## src/rtl/jk_excite_ctrl.sv

```systemverilog
// Command side of a JK flip-flop register: accepts a target word, excites the bank
// toward it, checks the fed-back Q, and retries a bounded number of times.
module jk_excite_ctrl #(
    parameter int WIDTH      = 4,
    parameter int MAX_RETRY  = 2,
    parameter int USE_TOGGLE = 0,
    parameter int CNT_W      = 2
) (
    input  logic             clk_i,
    input  logic             rst_i,
    input  logic             tgt_valid_i,
    output logic             tgt_ready_o,
    input  logic [WIDTH-1:0] tgt_data_i,
    input  logic [WIDTH-1:0] q_fb_i,
    output logic [WIDTH-1:0] j_o,
    output logic [WIDTH-1:0] k_o,
    output logic             busy_o,
    output logic             done_o,
    output logic             err_o,
    output logic [CNT_W-1:0] attempts_o
);

    typedef enum logic [1:0] {
        IDLE,
        DRIVE,
        CHECK
    } state_e;

    localparam logic [CNT_W-1:0] LAST_ATTEMPT = CNT_W'(MAX_RETRY + 1);

    state_e           state_q;
    logic [WIDTH-1:0] tgt_q;
    logic [CNT_W-1:0] cnt_q;
    logic [CNT_W-1:0] cnt_d;
    logic             done_q;
    logic             err_q;
    logic [CNT_W-1:0] attempts_q;
    logic [WIDTH-1:0] diff;

    assign cnt_d = cnt_q + CNT_W'(1);
    assign diff  = q_fb_i ^ tgt_q;

    // NOTE: j/k get a default before the branch so every path assigns them and no latch is inferred.
    always_comb begin
        j_o = '0;
        k_o = '0;
        if (state_q == DRIVE) begin
            if (USE_TOGGLE != 0) begin
                j_o = diff;
                k_o = diff;
            end else begin
                j_o = diff & tgt_q;
                k_o = diff & q_fb_i;
            end
        end
    end

    always_ff @(posedge clk_i) begin
        if (rst_i) begin
            state_q    <= IDLE;
            tgt_q      <= '0;
            cnt_q      <= '0;
            done_q     <= 1'b0;
            err_q      <= 1'b0;
            attempts_q <= '0;
        end else begin
            done_q <= 1'b0;
            err_q  <= 1'b0;
            case (state_q)
                IDLE: begin
                    if (tgt_valid_i) begin
                        tgt_q   <= tgt_data_i;
                        cnt_q   <= '0;
                        state_q <= DRIVE;
                    end
                end
                DRIVE: begin
                    cnt_q   <= cnt_d;
                    state_q <= CHECK;
                end
                CHECK: begin
                    // cnt_q already counts the drive that just completed.
                    if (q_fb_i == tgt_q) begin
                        state_q    <= IDLE;
                        done_q     <= 1'b1;
                        attempts_q <= cnt_q;
                    end else if (cnt_q < LAST_ATTEMPT) begin
                        state_q <= DRIVE;
                    end else begin
                        state_q    <= IDLE;
                        err_q      <= 1'b1;
                        attempts_q <= cnt_q;
                    end
                end
                default: state_q <= IDLE;
            endcase
        end
    end

    assign tgt_ready_o = (state_q == IDLE);
    assign busy_o      = (state_q != IDLE);
    assign done_o      = done_q;
    assign err_o       = err_q;
    assign attempts_o  = attempts_q;

endmodule

```

## config.mk

```make
export PLATFORM = sky130hd
export DESIGN_NAME = jk_excite_ctrl
export DESIGN_NICKNAME = d
export VERILOG_FILES = /design/src/rtl/jk_excite_ctrl.sv
export SDC_FILE = /design/constraint.sdc
export NUM_CORES = 1
export LEC_CHECK = 0
export ABC_AREA = 0
export BUFFER_PORTS_ARGS = -buffer_cell sky130_fd_sc_hd__buf_2
export CORE_ASPECT_RATIO = 1.1
export CORE_MARGIN = 5
export CORE_UTILIZATION = 46
export CTS_CLUSTER_DIAMETER = 60
export DETAILED_ROUTE_END_ITERATION = 10
export MAX_ROUTING_LAYER = met4
export PLACE_DENSITY_LB_ADDON = 0.25
export RECOVER_POWER = 100
export SYNTH_ARGS = -nofsm -noshare
export SYNTH_HDL_FRONTEND = slang
export SYNTH_SLANG_ARGS = --single-unit
```

## constraint.sdc

```tcl
create_clock -name clk_i -period 1.54 [get_ports clk_i]
set_input_delay 0.077 -clock clk_i [delete_from_list [all_inputs] [get_ports clk_i]]
set_output_delay 0.077 -clock clk_i [all_outputs]
set_load 0.01 [all_outputs]
```

==> impl_metrics.py <==
metrics = {
    "finish": {
        "drive_gt1_share_pct": 20.20,
        "final-seq-area_um2": 240.2,
        "syn_to_final_growth_pct": 21.51,
        "fillers": 135,
        "n_antenna_cell": 0,
        "final_nets": 121,
        "multi_input_area_um2": 379.1,
    },
    "floorplan": {
        "initial_core_util_pct": 48.53,
        "io-pin-count": 25,
        "rows": 14,
        "die_y_um": 49.82,
        "fp.dieArea_mm2": 0.002302,
        "core_area_mm2": 0.001366,
        "die-width_um": 46.20,
    },
    "power": {
        "switchingPower_mw": 0.1746,
        "p_clk_share_pct": 29.2,
        "p_sw_share_pct": 27.17,
        "pwr-share-seq_pct": 52.4,
        "leakagePower_nw": 0.3994,
        "pwr-share-comb_pct": 18.4,
        "intPower_mw": 0.4678,
        "finalPower_mw": 0.6424,
        "cellPowerDensity_mw_per_mm2": 797.2,
        "irDropWorstVdd_mv": 0.5348,
    },
    "timing": {
        "period_share_pct": 90.38,
        "fmax_mhz": 718.5,
        "worst_pin_slew_ps": 627.7,
        "min_period_ps": 1392,
        "slew_violations": 0,
        "hold_viol": 0,
        "rsz0062_at_grt": "no",
        "setup_viol": 0,
        "relSlewSlack_pct": 57.97,
        "setup_tns_ps": 0,
        "finClkSkew_ps": 2.419,
    },
    "yosys": {
        "yosys_register_bits": 12,
        "syn_area_per_cell_um2": 9.084,
        "synth.cell_area_um2": 663.1,
        "synth-edff-count": 0,
        "syn_inst": 73,
        "yosysWarnings": 0,
        "yosysUniqueCellTypes": 22,
        "ys_async_sr_fraction_pct": 0,
        "yosys_most_used_dff": "dfxtp_1",
        "syn_nets": 93,
        "yosysSeqAreaShare_pct": 36.23,
    },
    "cts": {
        "cts_setup_buffers": 0,
        "cts_resized": 0,
        "clock_path_buffers": 2,
        "cts_buffers": 3,
        "path_clk_slew_ps": 70,
        "cts.sinks": 12,
        "cts_hold_buf": 0,
        "clk_latency_ps": 270,
        "h-tree-depth": 1,
        "cts_root_buf": "clkbuf_4",
        "cts_tree": "done",
    },
    "place": {
        "gp_congestion": 0.7299,
        "port_buffers": 24,
        "dp_hpwl_mm": 1.069,
    },
    "routing": {
        "ant_nets": 0,
        "drt_first_iter_violations": 2,
        "vias": 563,
        "wire_per_inst_um": 11.45,
        "routed_wl_mm": 1.317,
        "vias_per_cell": 4.896,
        "drtPass1Iterations": 2,
        "post-route-drc-count": 0,
    },
    "hold_path": {
        "min_from": "tgt_data_i[0]",
        "hold_path.class": "primary input to flop",
    },
    "critical_path": {
        "crit_start": "state_q[0]",
        "worstSetupPathType": "flop to output pin",
        "r2r-start": "state_q[1]",
        "cp.arrival_ps": 1310,
        "critPathLaunchType": "flop",
        "crit_path_max_fanout": 10,
        "critPathRequiredTime_ps": 1460,
        "end_kind": "output pin",
    },
    "global_routing": {
        "gr-max-usage-layer": "met2",
        "gr-usage-met1_pct": 15.38,
        "grt_antenna_before_repair": 0,
        "grt_usage_pct": 14.23,
        "grtUsageMet3_pct": 4.364,
        "grt_pass1_wl_mm": 2.318,
        "use_met2_pct": 22.71,
        "grt_pass1_vias": 580,
        "grt.overflow.total": 0,
        "grt_max_degree": 13,
    },
    "status": {
        "status": "completed",
    },
    "run": {
        "cap_violations": 0,
    },
}
-- cell usage in the layout, fill, tap and decap left out --
cell type  instances
a21oi_1            5
a41o_1             1
a41oi_1            1
and2_0             4
and2_1             4
and2b_1            1
and4b_1            1
buf_2             16
clkbuf_1           8
clkbuf_4           3
dfxtp_1           12
ha_1               9
inv_1              9
mux2i_1            4
nand2_1            1
nand2b_1           2
nand3_1            2
nand3b_1           2
nand4_1            1
nor2_1             7
nor2b_1            1
nor3_1             1
nor3b_2            1
o21ai_0            2
or2b_1             1
-- layer usage --
layer	share of wire, %	vias to the layer above
li1	-	295
met1	39	247
met2	51	16
met3	7.0	5
met4	2.8	0
met5	0	-
-- cells by family after synthesis --
| group | Yosys count | share of synthesized area [%] |
|---|---|---|
| AO/OA/AOI/OAI | 9 | 8.113 |
| flip-flops | 12 | 36.23 |
| buffers and inverters | 10 | 5.659 |
| adder cells (fa/ha/maj) | 9 | 16.98 |
| multiplexers | 4 | 6.038 |
| AND/OR/NAND/NOR | 29 | 26.98 |
-- worst max-delay path, stage by stage, from the launching register on --
cell and delay, ps:
dfxtp_1 430, and2b_1 310, and2_1 160, clkbuf_1 150
-- power by group through the flow --
stage / Clock [mW] / Combinational [mW] / Sequential, mW
after global placement: 0 / 0.121 / 0.344
after floorplan: 0 / 0.0814 / 0.342
after detailed placement: 0 / 0.124 / 0.345
after global routing: 0.211 / 0.139 / 0.339
after CTS: 0.195 / 0.124 / 0.338
final: 0.187 / 0.118 / 0.337
-- final timing paths --
kind	slack [ps]	cells past startpoint	endpoint
worst max register to register	190	3	tgt_q[3]
worst min register to register	490	2	attempts_o[0]
worst max-delay path	150	3	j_o[0]
worst min-delay path	40	3	tgt_q[0]
-- stage by stage --
stage	cells	utilization, %	setup WS, ps	hold WS, ps	area [um^2]
floorplan	73	-	402.0	155.6	663.1
detailed placement	112	58.52	269.0	326.8	799.5
global placement	112	58.52	349.5	319.4	799.5
global route	115	58.97	28.33	63.34	805.8
finish	115	58.97	148.1	41.02	805.8
CTS	115	60.16	117.4	41.10	822.0
-- registers in the layout, summed over array words and instances (netlist names) --
signal / cells
tgt_q: 4
attempts_o: 2
done_o: 1
cnt_q: 2
state_q: 2
err_o: 1
-- synthesized netlist by cell type (2+ instances only) --
cell type / n / area, um^2
dfxtp_1: 12 / 240.2
nand2b_1: 2 / 12.51
o21ai_0: 2 / 10.01
nor2_1: 7 / 26.28
nand3b_1: 2 / 15.01
ha_1: 9 / 112.6
a21oi_1: 5 / 25.02
and2_1: 8 / 50.05
mux2i_1: 4 / 40.04
nand3_1: 2 / 10.01
inv_1: 9 / 33.78
-- cell type report --
| type | count | share of cell area (%) |
|---|---|---|
| multi-input cells | 51 | 47.05 |
| clock buffers | 3 | 2.795 |
| flip-flops and latches | 12 | 29.81 |
| well taps | 16 | 2.484 |
| repair buffers | 24 | 13.66 |
| inverters | 9 | 4.193 |
(Power assumes the default switching activity.)
